`src/rtl/v9_peak_detector_if.sv`:
```
// v9_peak_detector_if -- output record channel of the v9 peak detector.
//   peak_valid  : record available (master -> slave)
//   peak_ready  : consumer accepts record (slave -> master)
//   peak_amp    : signed pulse maximum
//   peak_time   : timestamp of the maximum
//   peak_pileup : record flagged as pileup
interface v9_peak_detector_if #(
  parameter int DATA_W = 16,
  parameter int TS_W   = 32
);
  logic                     peak_valid;
  logic                     peak_ready;
  logic signed [DATA_W-1:0] peak_amp;
  logic [TS_W-1:0]          peak_time;
  logic                     peak_pileup;

  modport master (
    output peak_valid, peak_amp, peak_time, peak_pileup,
    input  peak_ready
  );

  modport slave (
    input  peak_valid, peak_amp, peak_time, peak_pileup,
    output peak_ready
  );
endinterface

```
`src/rtl/v9_peak_detector.sv`:
```
// v9_peak_detector -- scans the shaped filter output for pulses above a
// programmable threshold, tracks each pulse maximum and emits one
// amplitude + timestamp record per qualified pulse through a single-entry
// valid/ready output register.
//
// Ports:
//   clk         : clock, rising edge
//   reset       : asynchronous, active-low reset
//   filter_data : signed shaped sample, one per clock
//   threshold   : signed trigger level (quasi-static)
//   enable      : detection enable; low forces IDLE
//   pk          : record channel (v9_peak_detector_if.master)
//   drop_cnt    : events lost to backpressure (saturating)
//   pileup_cnt  : crossings seen during holdoff (saturating)
//   busy        : FSM not in IDLE
//
// Optional feature macro: PEAK_PILEUP_EN -- crossings during holdoff are
// counted, restart the holdoff and flag a still-held record as pileup.
// Without it peak_pileup and pileup_cnt are constant 0.
module v9_peak_detector #(
  parameter int DATA_W    = 16,
  parameter int TS_W      = 32,
  parameter int HOLDOFF   = 16,
  parameter int MIN_WIDTH = 2,
  parameter int CNT_W     = 8
) (
  input  logic                     clk,
  input  logic                     reset,
  input  logic signed [DATA_W-1:0] filter_data,
  input  logic signed [DATA_W-1:0] threshold,
  input  logic                     enable,
  v9_peak_detector_if.master       pk,
  output logic [CNT_W-1:0]         drop_cnt,
  output logic [CNT_W-1:0]         pileup_cnt,
  output logic                     busy
);

  localparam logic [1:0] S_IDLE  = 2'd0;
  localparam logic [1:0] S_ARMED = 2'd1;
  localparam logic [1:0] S_HOLD  = 2'd2;

  localparam int         HC_W      = (HOLDOFF > 1) ? $clog2(HOLDOFF) : 1;
  localparam logic [HC_W-1:0] HOLD_INIT = HC_W'(HOLDOFF - 1);
  localparam logic [7:0] MINW      = 8'(MIN_WIDTH);

  logic [1:0]               r_state;
  logic [TS_W-1:0]          r_ts;
  logic signed [DATA_W-1:0] r_max;
  logic [TS_W-1:0]          r_max_ts;
  logic [7:0]               r_width;
  logic [HC_W-1:0]          r_hcnt;
  logic                     r_valid;
  logic signed [DATA_W-1:0] r_amp;
  logic [TS_W-1:0]          r_time;
  logic [CNT_W-1:0]         r_drop;
`ifdef PEAK_PILEUP_EN
  logic                     r_pileup;
  logic [CNT_W-1:0]         r_pile_cnt;
`endif

  logic w_cross;

  assign w_cross = filter_data > threshold;

  always_ff @(posedge clk or negedge reset) begin
    if (!reset) begin
      r_state    <= S_IDLE;
      r_ts       <= '0;
      r_max      <= '0;
      r_max_ts   <= '0;
      r_width    <= '0;
      r_hcnt     <= '0;
      r_valid    <= 1'b0;
      r_amp      <= '0;
      r_time     <= '0;
      r_drop     <= '0;
`ifdef PEAK_PILEUP_EN
      r_pileup   <= 1'b0;
      r_pile_cnt <= '0;
`endif
    end else begin
      r_ts <= r_ts + 1'b1;

      // Acceptance clears the register; a same-cycle emit below overrides.
      if (r_valid && pk.peak_ready) r_valid <= 1'b0;

      if (!enable) begin
        r_state <= S_IDLE;
      end else begin
        case (r_state)
          S_IDLE: begin
            if (w_cross) begin
              r_state  <= S_ARMED;
              r_max    <= filter_data;
              r_max_ts <= r_ts;
              r_width  <= 8'd1;
            end
          end
          S_ARMED: begin
            if (w_cross) begin
              if (r_width != 8'hFF) r_width <= r_width + 1'b1;
              // Strict compare: on a tie the earlier sample keeps the timestamp.
              if (filter_data > r_max) begin
                r_max    <= filter_data;
                r_max_ts <= r_ts;
              end
            end else if (r_width >= MINW) begin
              r_state <= S_HOLD;
              r_hcnt  <= HOLD_INIT;
              if (!r_valid || pk.peak_ready) begin
                r_valid  <= 1'b1;
                r_amp    <= r_max;
                r_time   <= r_max_ts;
`ifdef PEAK_PILEUP_EN
                r_pileup <= 1'b0;
`endif
              end else if (r_drop != '1) begin
                r_drop <= r_drop + 1'b1;
              end
            end else begin
              r_state <= S_IDLE;
            end
          end
          S_HOLD: begin
            // Expiry wins over a coincident crossing, so that crossing is lost.
            if (r_hcnt == '0) begin
              r_state <= S_IDLE;
            end
`ifdef PEAK_PILEUP_EN
            else if (w_cross) begin
              r_hcnt <= HOLD_INIT;
              if (r_pile_cnt != '1) r_pile_cnt <= r_pile_cnt + 1'b1;
              if (r_valid && !pk.peak_ready) r_pileup <= 1'b1;
            end
`endif
            else begin
              r_hcnt <= r_hcnt - 1'b1;
            end
          end
          default: r_state <= S_IDLE;
        endcase
      end
    end
  end

  assign pk.peak_valid = r_valid;
  assign pk.peak_amp   = r_amp;
  assign pk.peak_time  = r_time;
  assign drop_cnt      = r_drop;
  assign busy          = (r_state != S_IDLE);
`ifdef PEAK_PILEUP_EN
  assign pk.peak_pileup = r_pileup;
  assign pileup_cnt     = r_pile_cnt;
`else
  assign pk.peak_pileup = 1'b0;
  assign pileup_cnt     = '0;
`endif

endmodule
```
`src/flat_wrapper.sv`:
```
// flat-port wrapper written by rule: the top's interface ports become plain ports
module v9_peak_detector_flat 
#(
  parameter int DATA_W    = 16,
  parameter int TS_W      = 32,
  parameter int HOLDOFF   = 16,
  parameter int MIN_WIDTH = 2,
  parameter int CNT_W     = 8
)
  (clk, reset, filter_data, threshold, enable, drop_cnt, pileup_cnt, busy, pk_peak_valid, pk_peak_amp, pk_peak_time, pk_peak_pileup, pk_peak_ready);
  v9_peak_detector_if #(.DATA_W(DATA_W), .TS_W(TS_W)) pk_i ();
  input  logic clk;
  input  logic reset;
  input  logic signed [DATA_W-1:0] filter_data;
  input  logic signed [DATA_W-1:0] threshold;
  input  logic enable;
  output logic [CNT_W-1:0] drop_cnt;
  output logic [CNT_W-1:0] pileup_cnt;
  output logic busy;
  output wire logic [$bits(pk_i.peak_valid)-1:0] pk_peak_valid;
  output wire logic [$bits(pk_i.peak_amp)-1:0] pk_peak_amp;
  output wire logic [$bits(pk_i.peak_time)-1:0] pk_peak_time;
  output wire logic [$bits(pk_i.peak_pileup)-1:0] pk_peak_pileup;
  input wire logic [$bits(pk_i.peak_ready)-1:0] pk_peak_ready;
  assign pk_peak_valid = pk_i.peak_valid;
  assign pk_peak_amp = pk_i.peak_amp;
  assign pk_peak_time = pk_i.peak_time;
  assign pk_peak_pileup = pk_i.peak_pileup;
  assign pk_i.peak_ready = pk_peak_ready;
  v9_peak_detector #(.DATA_W(DATA_W), .TS_W(TS_W), .HOLDOFF(HOLDOFF), .MIN_WIDTH(MIN_WIDTH), .CNT_W(CNT_W)) u_core (.clk(clk), .reset(reset), .filter_data(filter_data), .threshold(threshold), .enable(enable), .pk(pk_i), .drop_cnt(drop_cnt), .pileup_cnt(pileup_cnt), .busy(busy));
endmodule
```
`config.mk`:
```
export PLATFORM = sky130hd
export DESIGN_NAME = v9_peak_detector_flat
export DESIGN_NICKNAME = d
export VERILOG_FILES = /design/src/rtl/v9_peak_detector_if.sv /design/src/rtl/v9_peak_detector.sv /design/src/flat_wrapper.sv
export SDC_FILE = /design/constraint.sdc
export NUM_CORES = 1
export LEC_CHECK = 0
export ABC_AREA = 1
export CORE_UTILIZATION = 54
export CTS_CLUSTER_DIAMETER = 40
export DETAILED_ROUTE_END_ITERATION = 8
export PLACE_DENSITY = 0.82
export SLEW_MARGIN = 10
export SYNTH_ARGS = -nofsm -noshare
export SYNTH_HDL_FRONTEND = slang
export SYNTH_SLANG_ARGS = --single-unit
```
`constraint.sdc`:
```
create_clock -name clk -period 2.25 [get_ports clk]
set_clock_uncertainty 0.05 [all_clocks]
set_input_delay 0.225 -clock clk [delete_from_list [all_inputs] [get_ports clk]]
set_output_delay 0.225 -clock clk [all_outputs]
set_load 0.01 [all_outputs]
```
# Yosys cells after proc, flatten, opt, wreduce, memory -nomap -nowiden
# Index checks and enable logic that the tools add are counted.
[totals]
inputBits = 36
out_inout_bits = 67
regBits = 151
wordCells = 75
[classes]
reduce_logical = 14
n_addsub = 4
n_mux = 28
n_eq_ne = 14
magnitude_cmp = 3
n_bitwise = 2
[ops]
columns = ["operator", "n"]
rows = [
  ["32-bit 2-to-1 mux", 3],
  ["32-bit case mux with 2 select lines", 1],
  ["16-bit 2-to-1 mux", 3],
  ["32-bit by 1-bit adder with 32-bit output (second input constant)", 1],
  ["16-bit > comparator", 2],
  ["16-bit case mux with 2 select lines", 1],
  ["8-bit 2-to-1 mux", 3],
  ["5-bit AND reduction", 4],
  ["8-bit by 1-bit adder with 8-bit output (second input constant)", 2],
  ["8-bit != test (second input constant)", 2],
  ["8-bit case mux with 2 select lines", 1],
  ["4-bit 2-to-1 mux", 3],
  ["2-bit 2-to-1 mux", 5],
  ["2-bit by 1-bit != test with 1-bit output (second input constant)", 5],
  ["8-bit by 2-bit greater-or-equal comparator with 1-bit output (second input constant)", 1],
  ["4-bit case mux with 2 select lines", 1],
  ["1-bit 2-to-1 mux", 6],
  ["3-bit by 2-bit != test with 1-bit output (second input constant)", 2],
  ["2-bit case mux with 3 select lines", 1],
  ["6-bit AND reduction", 1],
  ["2-bit nonzero test", 3],
  ["4-bit logical NOT", 1],
  ["2-bit != test (second input constant)", 2],
  ["4-bit by 1-bit subtractor with 4-bit output (second input constant)", 1],
  ["other kinds (9)", 10],
]

# Longest topological paths before layout
[depth]
depth_word = 7
mapped_depth = 20
depth_no_buf = 18

# Worst setup path after synthesis
# OpenSTA, ideal clock, no wires.
[synth_timing]
path_type = "register to register"
start = "reg u_core.r_max[15]"
end = "reg u_core.r_max[0]"
t_arrival_ns = 1.764
stages_incl_launch_ff = 16
slack_ns = 0.319
required_time_ns = 2.084
n_path_buf = 2
setup_time_ns = 0.116
period_less_slack_ns = 1.931
cell_sequence = "dfrtp_1 -> inv_1 -> ha_1 -> nand4_1 -> nor3_1 -> nand2_1 -> nand2_1 -> nand2_1 -> nand2_1 -> nand2_1 -> nand2_1 -> nand2_1 -> buf_6 -> buf_6 -> nand2_1 -> nand2_1"
[synth_between]
elab_chain_len = 3
[synth_rtl]
columns = ["item", "line_no", "rtl"]
rows = [
  ["start: declaration", "v9_peak_detector.sv:48", "logic signed [DATA_W-1:0] r_max;"],
  ["start signal: assignment", "v9_peak_detector.sv:94", "r_max <= filter_data;"],
  ["start signal: assignment", "v9_peak_detector.sv:104", "r_max <= filter_data;"],
  ["16-bit > comparator", "v9_peak_detector.sv:103", "if (filter_data > r_max) begin"],
  ["2-bit by 1-bit != test with 1-bit output (no source line)", "--", ""],
  ["5-bit AND reduction (no source line)", "--", ""],
]
# No other way between the ends.
# A chain may end at the register's enable or synchronous reset.

# Final worst setup path
[layout_timing]
start = "reg u_core.r_max[15]"
end = "reg u_core.r_max_ts[21]"
[layout_between]
elab_chain_len = 3
[layout_rtl]
columns = ["item", "line_no", "rtl"]
rows = [
  ["16-bit > comparator", "v9_peak_detector.sv:103", ""],
  ["2-bit by 1-bit != test with 1-bit output (no source line)", "--", ""],
  ["5-bit AND reduction (no source line)", "--", ""],
  ["end signal: assignment", "v9_peak_detector.sv:95", "r_max_ts <= r_ts;"],
  ["end signal: assignment", "v9_peak_detector.sv:105", "r_max_ts <= r_ts;"],
  ["end: declaration", "v9_peak_detector.sv:49", "logic [TS_W-1:0] r_max_ts;"],
]
# No other way between the ends.

==> impl_results.md <==
- Status: finished, violations left
- Failing checks: setup timing
- Ports: 103
- Hold Crit Class: input port to register
- Commonest non-fill, non-tap cell in the layout: nand2_1
- Vias per std cell: around 5.6
- Synth Warn #: 0
- Number of global-route vias before repair: 6139
- Gpl congestion: 0.885
- Max clock buf depth: 2
- CTS root buffer: clkbuf_16
- Crit path buf inv count: 4
- Sw Pwr: 2.86 mW
- Static leakage: 4.98 nW
- N_diodes: 0
- Layout cells sized above 1: between 15 and 20%
- CP Data Arrival Time: 2.80 ns
- Clock Latency Late Sink: 0.44 ns
- RSZ-0062 raised after global routing: yes
- Clk pwr share: 31.9%
- Synthesized area: approximately 7500 um2
- Chip width: around 120 um
- Core Rows: 42
- Layout area overhead: 35.7%
- Nets: 1079
- Sequential fraction of the synthesis area: about half
- CTS tree: done
- Fin cells: roughly 1200
- Core area: around 13000 um2
- Final worst path period need: 2.49 ns
- Final Hold Fails: 0
- Overall via count from detail_route: roughly 6600
- Worst Setup End Kind: register
- I/O Buffers: 93
- WL/cell: between 15 and 20 um
- Most frequent cells in the layout: nand2_1, dfrtp_1, inv_1
- Remaining antenna violation count: 0
- # DRC: 0
- Seq cells post-synth: 151
- TritonCTS Buffers: 17
- Cells after synthesis: 863
- Total placed instance area: 8730 um2
- Clk slew on worst S/H paths: roughly 0.070 ns
- Final setup TNS: -8.48 ns
- Maximum fanout along the worst path: 6
- DRT Pass-1 Iters: 6
- Overflow after GRT: 0
- Fmax: ~400 MHz
- Slew @ Worst Pin: 0.525 ns
- Max-slew violation count: 0
- Critical Path Slowest Stage Cell: dfrtp_1
- Critical Path Max Stage Delay: 0.45 ns
- Synth Area per Inst: 8.63 um2
- Max VDD drop: roughly 0.67 mV
- Netlist cell types: 32
- Crit path required time: 2.56 ns
- Final count of negative-setup-slack endpoints: between 40 and 50
- GRT Overall Usage: 26.1%
- Largest net degree at the start of global routing: between 60 and 70
- Design Area, Final: 10100 um2
- Startpoint Class: register
- Final period util: 111%
- WS Path Type: register to register
- Finished Core Util: 75.8%
- DP HPWL: 11100 um
- Worst setup margin: -0.240 ns
- Sink Count: 151
- Die area: between 10000 and 15000 um2
- Maxcap violations: 0
- DRT Wirelength: around 22000 um
- Switching part of the total: approximately 33%
- Worst slew margin: 65.0%
- Sequential fraction of design power: 38.1%
- Total power per unit cell area: ~850 nW/um2
- H-tree depth: 4
- Placed cells: 1139
- Most Frequent Cell on Critical Path: nand2_2
- Worst-path cell chain: inv_2 -> ha_4 -> nand4_1 -> buf_4 -> a21oi_1 -> nor2_2 -> nand2_2 -> nand2_2 -> nand2_2 -> nand2_4 -> nand2_8 -> buf_8 -> clkbuf_16 -> nand3_2 -> nand2_1
- Initial antenna violation count: 0
- First-pass GRT wire length: 29200 um
- Crit-path leading delay family: simple AND/OR/NAND/NOR gates
- Internal power: between 5 and 6 mW
- Die height: between 100 and 150 um
- Initial DRC count: 593
- Combinational power share: 29.9%
- Initial core utilization: about 56%
==> power by group through the flow <==
stage / clock network [mW] / registers, mW / logic, mW
floorplan: 0 / 3.35 / 0.946
CTS: 2.74 / 3.28 / 2.02
detailed placement: 0 / 3.32 / 1.80
finish: 2.76 / 3.30 / 2.59
global placement: 0 / 3.31 / 1.73
global route: 2.89 / 3.34 / 2.78
==> flip-flops by register name, summed over array words and instances (netlist names) <==
register,count
u_core.r_ts,32
u_core.pk.peak_amp,16
u_core.pk.peak_valid,1
u_core.r_max,16
u_core.r_state,2
u_core.r_hcnt,4
u_core.r_max_ts,32
u_core.drop_cnt,8
u_core.pk.peak_time,32
u_core.r_width,8
==> per-stage QoR <==
stage               power, mW  hold WS [ns]  worst slack, ns
detailed placement       5.11         0.171           -0.435
global placement         5.03         0.170           -0.356
finish                   8.64         0.145           -0.240
global route             9.01         0.130           -0.285
floorplan                4.30        -0.121            0.319
CTS                      8.03         0.275         -0.00298
==> cells in the mapped netlist <==
library cell,number,area share [%]
nand2_1,267,13
dfrtp_1,151,51
inv_1,105,5.3
nand3_1,81,5.4
o21ai_0,46,3.1
ha_1,37,6.2
nor2_1,24,1.2
xor2_1,21,2.5
a21oi_1,17,1.1
nor3_1,16,1.1
xnor2_1,16,1.9
buf_4,12,1.2
o21ai_1,10,0.67
buf_2,9,0.60
buf_6,9,1.4
nand4_1,7,0.59
clkbuf_1,5,0.25
nor4_1,5,0.42
nand3_2,4,0.54
nor3b_1,3,0.30
a21o_1,2,0.20
nand2_2,2,0.17
nand3b_1,2,0.20
nor2_2,2,0.17
nor3_2,2,0.27
or2_2,2,0.17
a21boi_0,1,0.10
conb_1,1,0.050
nor2_4,1,0.15
nor3_4,1,0.22
nor4_4,1,0.29
o211ai_1,1,0.10
==> cell type report <==
cell class	instances	area [um2]
multi-input combinational	581	3400
sequential	151	3780
timing repair buffer	150	1760
tap	176	220
inverter	105	394
clock inverter	13	110
clock buffer	19	453
fill	819	3240
==> metal layers <==
metal / track usage (%) / vias to the layer above / routed length [um] / share of wire [%]
met5: 0 / - / 0 / 0
met3: 5.84 / 84 / 1640 / 7.6
met2: 44.5 / 331 / 10600 / 49
met4: 7.73 / 0 / 1050 / 4.8
li1: - / 3035 / - / -
met1: 33.0 / 3195 / 8370 / 39
==> path summary, 6_finish.rpt <==
path / from / depth (start not counted) / slack (ns) / end
min reg2reg: u_core.r_max[2] / 2 / 0.43 / u_core.r_max[2]
min: filter_data[13] / 3 / 0.14 / u_core.r_max[13]
min in group asynchronous: reset / 2 / 0.28 / u_core.pk.peak_time[8]
max reg2reg: u_core.r_max[15] / 15 / -0.24 / u_core.r_max_ts[21]
max: u_core.r_max[15] / 15 / -0.24 / u_core.r_max_ts[21]
max in group asynchronous: reset / 3 / 1.22 / u_core.r_max_ts[19]
==> tightest hold or removal path: stages <==
cell and delay [ns]:
dlymetal6s2s_1 0.20, nand3_1 0.12, nand2_1 0.05
==> repair_timing <==
item | 4_1_cts | 5_1_grt
pin swaps | 4 | 30
hold endpoints to repair | 53 | 0
gates resized for setup | 21 | 65
setup endpoints to repair | 48 | 110
setup buffers | 4 | 3
hold buffers | 1 | 0
gates cloned | 3 | 13
==> cell families after synthesis <==
kind of cell | after synthesis | synth area share (%)
other cells | 1 | 0.0503
flops | 151 | 50.7
compound gates | 77 | 5.31
simple gates | 420 | 24.7
fa+ha+maj | 37 | 6.21
buf+inv | 140 | 8.72
xor+xnor | 37 | 4.35
Power figures use the tool's default switching activity.
